`src/rtl/mem_arbiter.sv`:
```
// Two-port line-refill arbiter in front of a word-read memory.
// Each grant streams 2^WORD_OFFSET beats from memory to the owning requester.
// Beat valid, data and word index are forwarded combinationally.
// Simultaneous requests in IDLE are resolved by a round-robin pointer.
module mem_arbiter #(
    parameter int ADR_WIDTH   = 32,
    parameter int DATA_WIDTH  = 32,
    parameter int WORD_OFFSET = 2
) (
    input  logic                   clk,
    input  logic                   rst,
    input  logic                   req_c0,
    input  logic [ADR_WIDTH-1:0]   adr_c0,
    output logic                   ack_c0,
    output logic [DATA_WIDTH-1:0]  dat_c0,
    output logic [WORD_OFFSET-1:0] word_c0,
    input  logic                   req_c1,
    input  logic [ADR_WIDTH-1:0]   adr_c1,
    output logic                   ack_c1,
    output logic [DATA_WIDTH-1:0]  dat_c1,
    output logic [WORD_OFFSET-1:0] word_c1,
    output logic                   req_arb2mem,
    output logic [ADR_WIDTH-1:0]   adr_arb2mem,
    input  logic                   ack_mem2arb,
    input  logic [DATA_WIDTH-1:0]  dat_mem2arb
);

    typedef enum logic [1:0] {
        IDLE  = 2'd0,
        GNT0  = 2'd1,
        GNT1  = 2'd2,
        DRAIN = 2'd3
    } state_t;

    localparam logic [WORD_OFFSET-1:0] C_CNT_LAST = {WORD_OFFSET{1'b1}};

    state_t                 r_state;
    logic [WORD_OFFSET-1:0] r_cnt;
    logic                   r_owner;
    logic                   r_rr;

    logic w_gnt0;
    logic w_gnt1;
    logic w_owner_req;
    logic w_other_req;

    assign w_gnt0      = (r_state == GNT0);
    assign w_gnt1      = (r_state == GNT1);
    assign w_owner_req = r_owner ? req_c1 : req_c0;
    assign w_other_req = r_owner ? req_c0 : req_c1;

    // Byte and in-line word bits of the requester addresses are replaced by
    // the beat counter, so they are intentionally not consumed.
    logic w_unused_adr_bits;
    assign w_unused_adr_bits = ^{adr_c0[WORD_OFFSET+1:0], adr_c1[WORD_OFFSET+1:0]};

    // Arbitration FSM: grant selection, beat counting and drain handshake.
    always_ff @(posedge clk or negedge rst) begin
        if (!rst) begin
            r_state <= IDLE;
            r_cnt   <= '0;
            r_owner <= 1'b0;
            r_rr    <= 1'b0;
        end else begin
            case (r_state)
                IDLE: begin
                    // Both requesting: rr picks; otherwise the lone requester wins.
                    if (req_c0 && (!req_c1 || !r_rr)) begin
                        r_state <= GNT0;
                        r_owner <= 1'b0;
                        r_cnt   <= '0;
                    end else if (req_c1) begin
                        r_state <= GNT1;
                        r_owner <= 1'b1;
                        r_cnt   <= '0;
                    end
                end
                GNT0, GNT1: begin
                    // Burst always completes, even if the owner has dropped req.
                    if (ack_mem2arb) begin
                        r_cnt <= r_cnt + 1'b1;
                        if (r_cnt == C_CNT_LAST) begin
                            r_state <= DRAIN;
                            r_rr    <= ~r_owner;
                        end
                    end
                end
                DRAIN: begin
                    // Wait for the owner to release; hand over directly if the
                    // other port is already waiting.
                    if (!w_owner_req) begin
                        if (w_other_req) begin
                            r_state <= r_owner ? GNT0 : GNT1;
                            r_owner <= ~r_owner;
                            r_cnt   <= '0;
                        end else begin
                            r_state <= IDLE;
                        end
                    end
                end
                default: r_state <= IDLE;
            endcase
        end
    end

    // Memory-side request: word address of the current beat while granted.
    always_comb begin
        req_arb2mem = w_gnt0 | w_gnt1;
        adr_arb2mem = '0;
        if (w_gnt0) begin
            adr_arb2mem = {adr_c0[ADR_WIDTH-1:WORD_OFFSET+2], r_cnt, 2'b00};
        end else if (w_gnt1) begin
            adr_arb2mem = {adr_c1[ADR_WIDTH-1:WORD_OFFSET+2], r_cnt, 2'b00};
        end
    end

    // Requester-side beat forwarding: only the owner sees acks; idle ports read 0.
    always_comb begin
        ack_c0  = w_gnt0 & ack_mem2arb;
        ack_c1  = w_gnt1 & ack_mem2arb;
        dat_c0  = ack_c0 ? dat_mem2arb : '0;
        dat_c1  = ack_c1 ? dat_mem2arb : '0;
        word_c0 = ack_c0 ? r_cnt : '0;
        word_c1 = ack_c1 ? r_cnt : '0;
    end

endmodule

```
`config.mk`:
```
export PLATFORM = sky130hd
export DESIGN_NAME = mem_arbiter
export DESIGN_NICKNAME = d
export VERILOG_FILES = /design/src/rtl/mem_arbiter.sv
export SDC_FILE = /design/constraint.sdc
export NUM_CORES = 1
export LEC_CHECK = 0
export CAP_MARGIN = 20
export CORE_ASPECT_RATIO = 0.75
export CORE_MARGIN = 4
export CORE_UTILIZATION = 21
export CTS_BUF_LIST = sky130_fd_sc_hd__clkbuf_2
export DETAILED_ROUTE_END_ITERATION = 10
export MAX_ROUTING_LAYER = met4
export PLACE_DENSITY = 0.78
export SYNTH_ARGS = -nofsm -noshare
export SYNTH_HDL_FRONTEND = slang
export SYNTH_SLANG_ARGS = --single-unit
```
`constraint.sdc`:
```
create_clock -name clk -period 1.9 [get_ports clk]
set_input_delay 0.57 -clock clk [delete_from_list [all_inputs] [get_ports clk]]
set_output_delay 0.57 -clock clk [all_outputs]
set_load 0.01 [all_outputs]
```
# Word-level counts from Yosys, hierarchy flattened
# Cells that the tools add are included.
# totals
reg_bits	6
input_bits	101
output_inout_bits	103
# op_classes
n_addsub	1
n_eq_ne	9
mux	27
bitwise_logic	4
reduce_logical	11
# op_table
cell	count
$mux W32	4
$mux W2	14
$pmux W2 S3	2
$reduce_and A4 Y1	3
$ne A2 B2 Y1 const B	4
$eq A2 B2 Y1 const B	3
$mux W1	6
$ne A3 B3 Y1 const B	1
$reduce_and A3 Y1	1
$add A2 B1 Y2 const B	1
$and A1 B1 Y1	2
$eq A2 B1 Y1 const B	1
$logic_not A1 Y1	2
$logic_not A2 Y1	1
$pmux W1 S2	1
$reduce_bool A2 Y1	1
$reduce_or A2 Y1	1
$logic_and A1 B1 Y1	1
$logic_or A1 B1 Y1	1
$not A1 Y1	1
$or A1 B1 Y1	1

# Depth between registers and ports, before layout
# Gate-level depths: netlist (run 1).
# depth
ltp_word	5
mapped_depth	6
ltp_nobuf	6

# Worst setup path after synthesis (run 1)
# No wires, ideal clock.
# synth_timing
path_kind	reg-to-output
from	register r_state[0]
to	output port adr_arb2mem[10]
arrival_ns	1.503
required_ns	1.330
setup_slack_ns	-0.173
path_stages_with_launch	7
path_buffers	2
cell_sequence	dfrtp_1 > inv_1 > ha_1 > clkbuf_1 > clkbuf_1 > nand2_1 > o21ai_0
# synth_between
elab_chain_len	3
elab_cells_between_ends	4
cone_classes	2 x eq/ne; 2 x mux
# synth_lines
item	line_no	rtl
start, declared	37	state_t r_state;
start signal, assigned	93	r_state <= r_owner ? GNT0 : GNT1;
$eq A2 B2 Y1	48	assign w_gnt1 = (r_state == GNT1);
$mux W32	112	end else if (w_gnt1) begin
$mux W32 (*)	110	if (w_gnt0) begin
end, declared	23	output logic [ADR_WIDTH-1:0] adr_arb2mem,
# Every way passes the cells marked *; elsewhere a longest branch is shown, timed or not.

# Worst setup path after layout (run 1)
# layout_timing
from	register r_state[0]
to	output port adr_arb2mem[29]
# Same word-level chain as after synthesis.

==> results of run 1 <==
[cell type report]
class                   instances  area, um2
repair buffers                248       2470
well taps                      78       97.6
multi-input cells             177       1430
inverters                       4       15.0
clock buffers                   3       15.0
flip-flops and latches          6        150
fillers                       460       1800
[cells in the mapped netlist (all sizes together)]
cell type	number
and3	69
nand2	44
o21ai	25
clkbuf	23
a22o	9
dfrtp	6
buf	5
ha	5
inv	4
mux2	4
a21oi	2
a311oi	2
and2	2
nor2	2
nor2b	2
o21a	2
a2111o	1
a222oi	1
a22oi	1
a31oi	1
and3b	1
conb	1
nand3	1
nor3b	1
[worst reg2reg max path: cells and delay by family (launching register included)]
kind	cells	cell delay, ns
buffers and inverters	4	0.52
muxes	1	0.29
AOI/OAI and AO/OA	1	0.36
adders and majority gates	1	0.23
DFF	1	0.41
[stage by stage]
| step | total power [uW] | setup TNS [ns] | instance area [um2] |
|---|---|---|---|
| 6_report | 5230 | -12.59 | 4180 |
| 5_1_grt | 5610 | -21.98 | 4180 |
| 4_1_cts | 4730 | -15.05 | 3710 |
| 3_5_place_dp | 3780 | -40.62 | 3520 |
| 3_3_place_gp | 3710 | -39.65 | 3520 |
| 2_1_floorplan | 1780 | 0 | 1340 |
[cell usage in the layout (no fill, tap or decap), types with 3 or more instances in the layout]
| cell type | n |
|---|---|
| and3_4 | 42 |
| buf_4 | 21 |
| and3_1 | 27 |
| clkbuf_2 | 3 |
| o21ai_1 | 9 |
| ha_4 | 4 |
| buf_6 | 60 |
| buf_12 | 7 |
| nand2_1 | 32 |
| nand2_2 | 7 |
| dfrtp_1 | 6 |
| a22o_1 | 8 |
| clkdlybuf4s50_1 | 89 |
| o21ai_0 | 3 |
| clkbuf_16 | 3 |
| o21ai_2 | 13 |
| buf_16 | 7 |
| nand2_4 | 5 |
| buf_2 | 56 |
[power breakdown]
group / switching (uW) / total, uW / internal [uW] / leakage (uW)
registers: 76.8 / 268 / 191 / 0.0000747
logic: 2060 / 4880 / 2810 / 0.00198
clock network: 46.8 / 89.6 / 42.8 / 0.0000125
total: 2190 / 5230 / 3050 / 0.00207
[logic make-up after synthesis]
group,synth area share [%]
other cells,0.282
simple gates,49.3
compound gates,21.3
mux,3.39
flops,11.3
fa+ha+maj,4.70
buf+inv,9.78
[timing repair]
item,4_1_cts,5_1_grt
setup buffers,18,9
pin swaps,12,19
gates cloned,8,3
hold buffers,0,0
setup endpoints to repair,105,104
resized for setup,496,91
hold endpoints to repair,0,0
[sequential cells by signal (all words and copies together) (netlist names)]
| name | flops |
|---|---|
| r_state | 2 |
| r_rr | 1 |
| r_cnt | 2 |
| r_owner | 1 |
[layer usage]
layer  part of all wire, %  wire (um)  GRT usage [%]
met4                   2.0        190           3.41
met5                     0          0              -
met1                    39       3700           25.8
met2                    51       4910           40.7
met3                   7.9        755           3.72
[final timing paths]
check	startpoint	to	cells after the start
setup / recovery	r_state[0]	adr_arb2mem[29]	6
hold / removal	r_rr	r_rr	2
setup reg to reg	r_state[0]	r_state[0]	7
hold reg to reg	r_rr	r_rr	2
max in group asynchronous	rst	r_state[1]	1
min in group asynchronous	rst	r_owner	1
==> summary.md, run 1 <==
| Metric | Value |
|---|---|
| Seq cells post-synth | 6 |
| Worst skew pair latency | 0.22 ns |
| Inst Count DP | about 480 |
| CTS Sinks | 6 |
| WL final | ~9600 um |
| CTS tree | done |
| Setup crit end kind | output port |
| Starting DRC count in detailed routing | 53 |
| Initial Util | 22.3% |
| WL/cell | 18.5 um |
| Vias | between 2000 and 3000 |
| Post-synth top area share | approximately a third |
| Vias in the first global route | between 2000 and 2500 |
| Clock skew | around 0.012 ns |
| Drt pass-1 iters | 4 |
| Gpl congestion | approximately 0.85 |
| DRC | 0 |
| Max-slew violations | 0 |
| Cell variety after synth | 28 |
| Max cap viols | 0 |
| Min Tclk post-route | roughly 2.1 ns |
| First-pass GRT wire length | about 13000 um |
| Area Overhead vs Synth | 214% |
| Die ar. | approximately 7700 um2 |
| P_leak | just over 0.002 uW |
| WS Path Type | reg -> out |
| Number of CTS-inserted buffers | 3 |
| Ant diodes | 0 |
| Final hold violation count | 0 |
| IO Pins | between 200 and 250 |
| Worst Setup Slack, final | -0.212 ns |
| Gr ovfl total | 0 |
| Ranking of synthesized cells by area | and3_1 32%, nand2_1 12%, dfrtp_1 11% |
| Die Height | 76.9 um |
| PwrDens | ~1300 nW/um2 |
| Hold slack | around 0.52 ns |
| Worst-path clk slew | approximately 0.070 ns |
| Fraction of layout instances using a drive strength above 1 | between 50% and 60% |
| CP max stage delay | 0.42 ns |
| Post-synthesis cell area | 1330 um2 |
| Fmax | between 400 and 500 MHz |
| CP required | between 1 and 1.5 ns |
| Avg Cell Area, Syn | 6.22 um2 |
| Failing checks | setup timing |
| Slowest stage cell, crit path | dfrtp_1 |
| VDD IR max | 0.000960 V |
| Number of H-tree levels | 1 |
| Synth warnings | 0 |
| CP Cell Sequence | inv_2 -> ha_4 -> nor2b_4 -> buf_4 -> a22o_1 -> buf_2 |
| Family with the most delay on the worst path | flip-flops |
| Run status | finished with violations |
| Fin util | a little over two thirds |
| CTS Buffer Depth | 2 |
| CP max FO | 6 |
| Layout Nets | 546 |
| GR Util All Layers | 22.3% |
| Setup violations, final | about 100 |
| Die W | 99.9 um |
| Root buffer cell | clkbuf_2 |
| Final cell count without fillers | 516 |
| Gate Count Post-Synth | between 200 and 250 |
| Core footprint | about 6000 um2 |
| Rows | 24 |
| Initial antenna violation count | 0 |
| Post-Place Setup Slack | -0.483 ns |
| Sequential element share of the synthesized area | a little under an eighth |
| Setup crit start kind | flip-flop |
| Unrepaired setup endpoints after global routing | yes |
| Antenna viol nets, final | 0 |
| Hold Crit Class | reg -> reg |
| Via-per-instance ratio | 4.89 |
| IO buf count | approximately 190 |
| Largest net degree at the start of global routing | 50 |
| Worst path bufs/invs | 3 |
| Area leader, netlist | and3_1 |
| Reg2reg setup slack | -0.02 ns |
| Final worst path period share | 111% |
| Detail Placement HPWL | approximately 6300 um |
| Worst endpoint data arrival time | around 1.5 ns |
Power figures use the tool's default switching activity.
==> run 2, diff against run 1 <==
--- a/config.mk
+++ b/config.mk
@@ -13,6 +13,8 @@
 export DETAILED_ROUTE_END_ITERATION = 10
 export MAX_ROUTING_LAYER = met4
 export PLACE_DENSITY = 0.78
+export SETUP_SLACK_MARGIN = 0.3
 export SYNTH_ARGS = -nofsm -noshare
 export SYNTH_HDL_FRONTEND = slang
 export SYNTH_SLANG_ARGS = --single-unit
+export TNS_END_PERCENT = 50
==> run 2 against run 1 <==
- the flow still finishes with violations (setup timing)
- critical path depth up 1
- highest routed layer unchanged
- core utilization up 4.7 points
- first-iteration DRC count rose by 26%
- clock skew is 0.0059 ns lower
- final area is 6.7% higher
- routed wire length increased by 3.2%
==> summary.md, run 2 (synthesized netlist as in run 1, its figures left out) <==
| Metric | Value |
|---|---|
| Run status | finished with violations (unchanged) |
| Failing checks | setup timing (unchanged) |
| Clock skew | 0.00579 ns (was 0.0117 ns) |
| Die Height | 76.9 um (unchanged) |
| Die ar. | 7680 um2 (unchanged) |
| Root buffer cell | clkbuf_2 (unchanged) |
| Worst Setup Slack, final | -0.308 ns (was -0.212 ns) |
| Min Tclk post-route | 2.21 ns (was 2.11 ns) |
| Vias in the first global route | 2504 (was 2382) |
| Internal power | 3420 uW (was 3050 uW) |
| Detail Placement HPWL | 6620 um (was 6320 um) |
| Worst skew pair latency | 0.22 ns (about the same) |
| Fin util | 74.5% (was 69.9%) |
| Area Overhead vs Synth | 235% (was 214%) |
| Via-per-instance ratio | 4.91 (was 4.89) |
| Clock power frac | 1.6% (was 1.7%) |
| VDD IR max | 0.00118 V (was 0.000960 V) |
| Hold_sp | r_rr (unchanged) |
| Setup crit end kind | output port (unchanged) |
| Commonest non-fill, non-tap cell in the layout | clkdlybuf4s50_1 (unchanged) |
| CTS Sinks | 6 (unchanged) |
| P_leak | 0.00212 uW (was 0.00207 uW) |
| Final worst path period share | 116% (was 111%) |
| Antenna viol nets, final | 0 (unchanged) |
| Gpl congestion | 0.879 (was 0.847) |
| Commonest cells after routing, fill and taps aside | 88 x clkdlybuf4s50_1, 77 x buf_6, 46 x and3_4, 43 x buf_2, 27 x nand2_1 (was 89 x clkdlybuf4s50_1, 60 x buf_6, 56 x buf_2, 42 x and3_4, 32 x nand2_1) |
| Number of CTS-inserted buffers | 3 (unchanged) |
| GR Util All Layers | 23.4% (was 22.3%) |
| WL/cell | 19.1 um (was 18.5 um) |
| Switching portion of total power | 41.1% (was 41.8%) |
| DRC | 0 (unchanged) |
| CTS tree | done (unchanged) |
| Slowest stage cell, crit path | dfrtp_1 (unchanged) |
| Ant diodes | 0 (unchanged) |
| Top flop regs | r_cnt: 2 flops, r_state: 2 flops (unchanged) |
| Setup violations, final | 102 (unchanged) |
| Vias | 2531 (was 2525) |
| CTS Buffer Depth | 2 (unchanged) |
| Core footprint | 5980 um2 (unchanged) |
| WHS Path Cells | 2 (unchanged) |
| CP max stage delay | 0.40 ns (was 0.42 ns) |
| CP required | 1.33 ns (about the same) |
| Net Switching | 2390 uW (was 2190 uW) |
| Final cell count without fillers | 516 (unchanged) |
| Worst endpoint data arrival time | 1.64 ns (was 1.54 ns) |
| Fill count | 444 (was 460) |
| Worst-path clk slew | 0.07 ns (about the same) |
| CP max FO | 6 (unchanged) |
| Largest net degree at the start of global routing | 39 (was 50) |
| Area taken by multi-input logic gates | 1570 um2 (was 1430 um2) |
| Hold slack | 0.564 ns (was 0.522 ns) |
| Fraction of layout instances using a drive strength above 1 | 59.1% (was 54.8%) |
| R2R cell count | 7 (unchanged) |
| Power share of the combinational group | 93.9% (was 93.2%) |
| Final hold violation count | 0 (unchanged) |
| Post-Route Setup TNS | -18.54 ns (was -12.59 ns) |
| End of the worst register-to-register path | r_state[0] (unchanged) |
| Sequential share of power | 4.5% (was 5.1%) |
| WS Path Type | reg -> out (unchanged) |
| Max cap viols | 0 (unchanged) |
| Worst path most repeated cell | buf_6 |
| Rows | 24 (unchanged) |
| Max-slew violations | 0 (unchanged) |
| Layout Nets | 546 (unchanged) |
| PwrDens | 1310 nW/um2 (was 1250 nW/um2) |
| Gr ovfl total | 0 (unchanged) |
| Initial antenna violation count | 0 (unchanged) |
| CP Cell Sequence | buf_6 -> ha_4 -> nor2b_4 -> buf_6 -> buf_6 -> a22o_1 -> buf_2 (was inv_2 -> ha_4 -> nor2b_4 -> buf_4 -> a22o_1 -> buf_2) |
| Setup crit start kind | flip-flop (unchanged) |
| IO Pins | 204 (unchanged) |
| Starting DRC count in detailed routing | 67 (was 53) |
| Register Area | 150 um2 (unchanged) |
| Hold Crit Class | reg -> reg (unchanged) |
| Reg-to-Reg Start | r_state[0] (unchanged) |
| Hold worst-path end | r_rr (unchanged) |
| Drt pass-1 iters | 4 (unchanged) |
| Final Power | 5820 uW (was 5230 uW) |
| First-pass GRT wire length | 14200 um (was 13500 um) |
| Unrepaired setup endpoints after global routing | yes (unchanged) |
| Inst Count DP | 478 (was 484) |
| IO buf count | 193 (unchanged) |
| Reg2reg setup slack | -0.15 ns (was -0.02 ns) |
| Die W | 99.9 um (unchanged) |
| Number of H-tree levels | 1 (unchanged) |
| Fmax | 453 MHz (was 474 MHz) |
| WL final | 9870 um (was 9560 um) |
| Initial Util | 22.3% (unchanged) |
## run 2: routing by layer
metal | global-route usage [%] | vias to the layer above | part of all wire [%]
li1 | - | 1218 | -
met1 | 27.4 | 1193 | 38
met2 | 42.6 | 104 | 54
met3 | 2.99 | 16 | 7.0
met4 | 4.50 | 0 | 1.7
met5 | - | - | 0
## run 2: worst max path at each step
| stage | from | end |
|---|---|---|
| after floorplan | r_state[0] | adr_arb2mem[11] |
| after global placement | dat_mem2arb[0] | dat_c0[0] |
| after detailed placement | dat_mem2arb[1] | dat_c0[1] |
| after CTS | r_state[1] | adr_arb2mem[25] |
| after global routing | r_state[0] | adr_arb2mem[4] |
| final | r_state[1] | adr_arb2mem[31] |
## run 2: area by class of cell
class	count	area share (%)
inverters	4	0.337
well taps	78	2.19
multi-input cells	177	35.2
repair buffers	248	58.6
flip-flops and latches	6	3.37
clock buffers	3	0.337
## run 2: power groups by stage
| stage | combinational, uW | sequential (uW) | clock, uW |
|---|---|---|---|
| after CTS | 4910 | 262 | 98.6 |
| after global routing | 5780 | 278 | 101 |
| after detailed placement | 3790 | 272 | 0 |
| after global placement | 3720 | 266 | 0 |
| final | 5460 | 265 | 91.3 |
| after floorplan | 2120 | 257 | 0 |
## run 2: timing repair
action	in CTS	in global routing
gates resized for setup	485	87
endpoints found under the setup margin	105	106
hold endpoints to repair	0	0
hold buffers	0	0
pin swaps	19	24
cloned	8	2
setup buffers	21	4
## run 2: per-stage QoR
stage / cell area (um2) / setup slack [ns]
after floorplan: 1720 / 0.160
after global placement: 3720 / -0.459
after detailed placement: 3720 / -0.477
after CTS: 4070 / -0.384
after global routing: 4450 / -0.383
final: 4450 / -0.308
## run 2: critical path: cells and delay by family (launching register included)
kind	cells	cell delay, ns
AOI/OAI and AO/OA	1	0.19
adders and majority gates	1	0.17
buffers and inverters	4	0.52
DFF	1	0.40
and+or+nand+nor	1	0.13
==> run 3, diff against run 2 <==
--- a/config.mk
+++ b/config.mk
@@ -6,12 +6,10 @@
 export NUM_CORES = 1
 export LEC_CHECK = 0
 export CAP_MARGIN = 20
-export CORE_ASPECT_RATIO = 0.75
 export CORE_MARGIN = 4
 export CORE_UTILIZATION = 21
 export CTS_BUF_LIST = sky130_fd_sc_hd__clkbuf_2
 export DETAILED_ROUTE_END_ITERATION = 10
-export MAX_ROUTING_LAYER = met4
 export PLACE_DENSITY = 0.78
 export SETUP_SLACK_MARGIN = 0.3
 export SYNTH_ARGS = -nofsm -noshare
==> run 3 against run 2 <==
- the run still ends with setup timing left
- clock skew down 0.0053 ns
- die area fell by 0.17%
- clock power up 2.5%
- final area decreased by 2.3%
- cell count down 2.1%
- combinational power decreased by 3%
- register-to-register slack got worse by 0.02 ns
- sequential power about the same
- highest routed layer unchanged
- critical path depth is 1 lower
==> summary.md, run 3 (synthesized netlist as in run 1, its figures left out) <==
| Metric | Value |
|---|---|
| Hold_sp | r_rr (unchanged) |
| Worst skew pair latency | 0.23 ns (was 0.22 ns) |
| Worst Setup Slack, final | -0.271 ns (was -0.308 ns) |
| Die ar. | 7670 um2 (was 7680 um2) |
| IO Pins | 204 (unchanged) |
| Worst-path clk slew | 0.06 ns (was 0.07 ns) |
| CTS Buffer Depth | 2 (unchanged) |
| Final worst path period share | 114% (was 116%) |
| Clock power frac | 1.7% (was 1.6%) |
| Max cap viols | 0 (unchanged) |
| Fill count | 427 (was 444) |
| Area Overhead vs Synth | 227% (was 235%) |
| Max-slew violations | 0 (unchanged) |
| Setup violations, final | 103 (was 102) |
| Largest net degree at the start of global routing | 26 (was 39) |
| R2R cell count | 9 (was 7) |
| WHS Path Cells | 2 (unchanged) |
| Setup crit end kind | output port (unchanged) |
| IO buf count | 193 (unchanged) |
| Gpl congestion | 0.837 (was 0.879) |
| Antenna viol nets, final | 0 (unchanged) |
| Hold worst-path end | r_rr (unchanged) |
| Initial antenna violation count | 0 (unchanged) |
| CTS Hold Bufs | 0 (unchanged) |
| Core footprint | 6030 um2 (was 5980 um2) |
| Detail Placement HPWL | 6660 um (was 6620 um) |
| Run status | finished with violations (unchanged) |
| Via-per-instance ratio | 5.11 (was 4.91) |
| Hold Crit Class | reg -> reg (unchanged) |
| Number of H-tree levels | 1 (unchanged) |
| Net Switching | 2390 uW (about the same) |
| Final hold violation count | 0 (unchanged) |
| Layout Nets | 538 (was 546) |
| Initial Util | 22.1% (was 22.3%) |
| Failing checks | setup timing (unchanged) |
| DRC | 0 (unchanged) |
| Switching portion of total power | 42.3% (was 41.1%) |
| Starting DRC count in detailed routing | 78 (was 67) |
| CTS tree | done (unchanged) |
| Rows | 28 (was 24) |
| Fmax | 461 MHz (was 453 MHz) |
| Reg-to-Reg Start | r_state[1] (was r_state[0]) |
| First-pass GRT wire length | 13400 um (was 14200 um) |
| WS Path Type | reg -> out (unchanged) |
| Internal power | 3260 uW (was 3420 uW) |
| Clock skew | 0.000529 ns (was 0.00579 ns) |
| Final Power | 5650 uW (was 5820 uW) |
| CP max FO | 18 (was 6) |
| PwrDens | 1300 nW/um2 (was 1310 nW/um2) |
| Root buffer cell | clkbuf_2 (unchanged) |
| Die Height | 87.6 um (was 76.9 um) |
| Setup crit start kind | flip-flop (unchanged) |
| CP required | 1.33 ns (about the same) |
| Hold slack | 0.541 ns (was 0.564 ns) |
| Gr ovfl total | 0 (unchanged) |
| Min Tclk post-route | 2.17 ns (was 2.21 ns) |
| Power share of the combinational group | 93.6% (was 93.9%) |
| Commonest cells after routing, fill and taps aside | 89 x clkdlybuf4s50_1, 60 x buf_6, 48 x buf_2, 39 x and3_4, 30 x and3_1 (was 88 x clkdlybuf4s50_1, 77 x buf_6, 46 x and3_4, 43 x buf_2, 27 x nand2_1) |
| Worst endpoint data arrival time | 1.60 ns (was 1.64 ns) |
| Vias | 2580 (was 2531) |
| Fin util | 72.2% (was 74.5%) |
| Number of CTS-inserted buffers | 3 (unchanged) |
| Reg2reg setup slack | -0.17 ns (was -0.15 ns) |
| End of the worst register-to-register path | r_state[1] (was r_state[0]) |
| Sequential share of power | 4.7% (was 4.5%) |
| Fraction of layout instances using a drive strength above 1 | 56.7% (was 59.1%) |
| VDD IR max | 0.000954 V (was 0.00118 V) |
| Ant diodes | 0 (unchanged) |
| Unrepaired setup endpoints after global routing | yes (unchanged) |
| CTS Sinks | 6 (unchanged) |
| Vias in the first global route | 2472 (was 2504) |
| Drt pass-1 iters | 4 (unchanged) |
| WL final | 9990 um (was 9870 um) |
| P_leak | 0.00215 uW (was 0.00212 uW) |
| Commonest non-fill, non-tap cell in the layout | clkdlybuf4s50_1 (unchanged) |
| GR Util All Layers | 22.1% (was 23.4%) |
| WL/cell | 19.8 um (was 19.1 um) |
| Top flop regs | r_cnt: 2 flops, r_state: 2 flops (unchanged) |
| Die W | 87.6 um (was 99.9 um) |
==> run 3: area by class of cell <==
type                       count  area, um2  share of cell area [%]
timing repair buffer         240       2500                    57.4
multi-input combinational    177       1580                    36.3
clock buffer                   3       15.0                   0.345
sequential                     6        150                    3.45
inverter                       4       15.0                   0.345
tap                           75       93.8                    2.16
==> run 3: per-stage QoR <==
stage               instance area, um2  TNS (ns)  setup WS, ns  cells
floorplan                         1720         0         0.160    215
global placement                  3720    -40.59        -0.443    474
detailed placement                3720    -41.74        -0.466    474
CTS                               3940    -15.79        -0.258    498
global route                      4350    -25.55        -0.329    505
finish                            4350    -18.37        -0.271    505
==> run 3: power groups by stage <==
stage               clock network (uW)  registers (uW)  logic, uW
floorplan                            0             257       2120
global placement                     0             266       3730
detailed placement                   0             271       3800
CTS                               95.3             264       4670
global route                       106             276       5590
finish                            93.6             266       5300
==> run 3: worst max-delay path by stage <==
stage	startpoint	end	slack [ns]	cells after the start
after floorplan	r_state[0]	adr_arb2mem[11]	0.16	6
after global routing	r_state[1]	dat_c1[26]	-0.33	6
after detailed placement	adr_c1[12]	adr_arb2mem[12]	-0.47	4
after global placement	dat_mem2arb[30]	dat_c0[30]	-0.44	3
after CTS	r_state[0]	dat_c1[16]	-0.26	5
final	r_state[1]	dat_c1[26]	-0.27	6
==> run 3: repair_timing <==
item | 4_1_cts | 5_1_grt
buffers inserted | 12 | 4
pin swaps | 23 | 17
gates resized for setup | 485 | 66
gates cloned | 9 | 3
setup endpoints to repair | 105 | 106
==> run 3: worst max-delay path, stage by stage, from the launching register on <==
cell     delay [ns]
dfrtp_1        0.41
buf_6          0.13
ha_4           0.19
buf_12         0.14
buf_12         0.15
and3_1         0.21
buf_2          0.15
==> run 3: layer usage <==
metal  track usage, %  routed length, um  vias to the layer above
met5                0                  0                        -
met4             7.53                287                        0
met3             4.89                761                       27
met2             42.9               5480                      118
met1             23.2               3460                     1229
li1                 -                  -                     1206
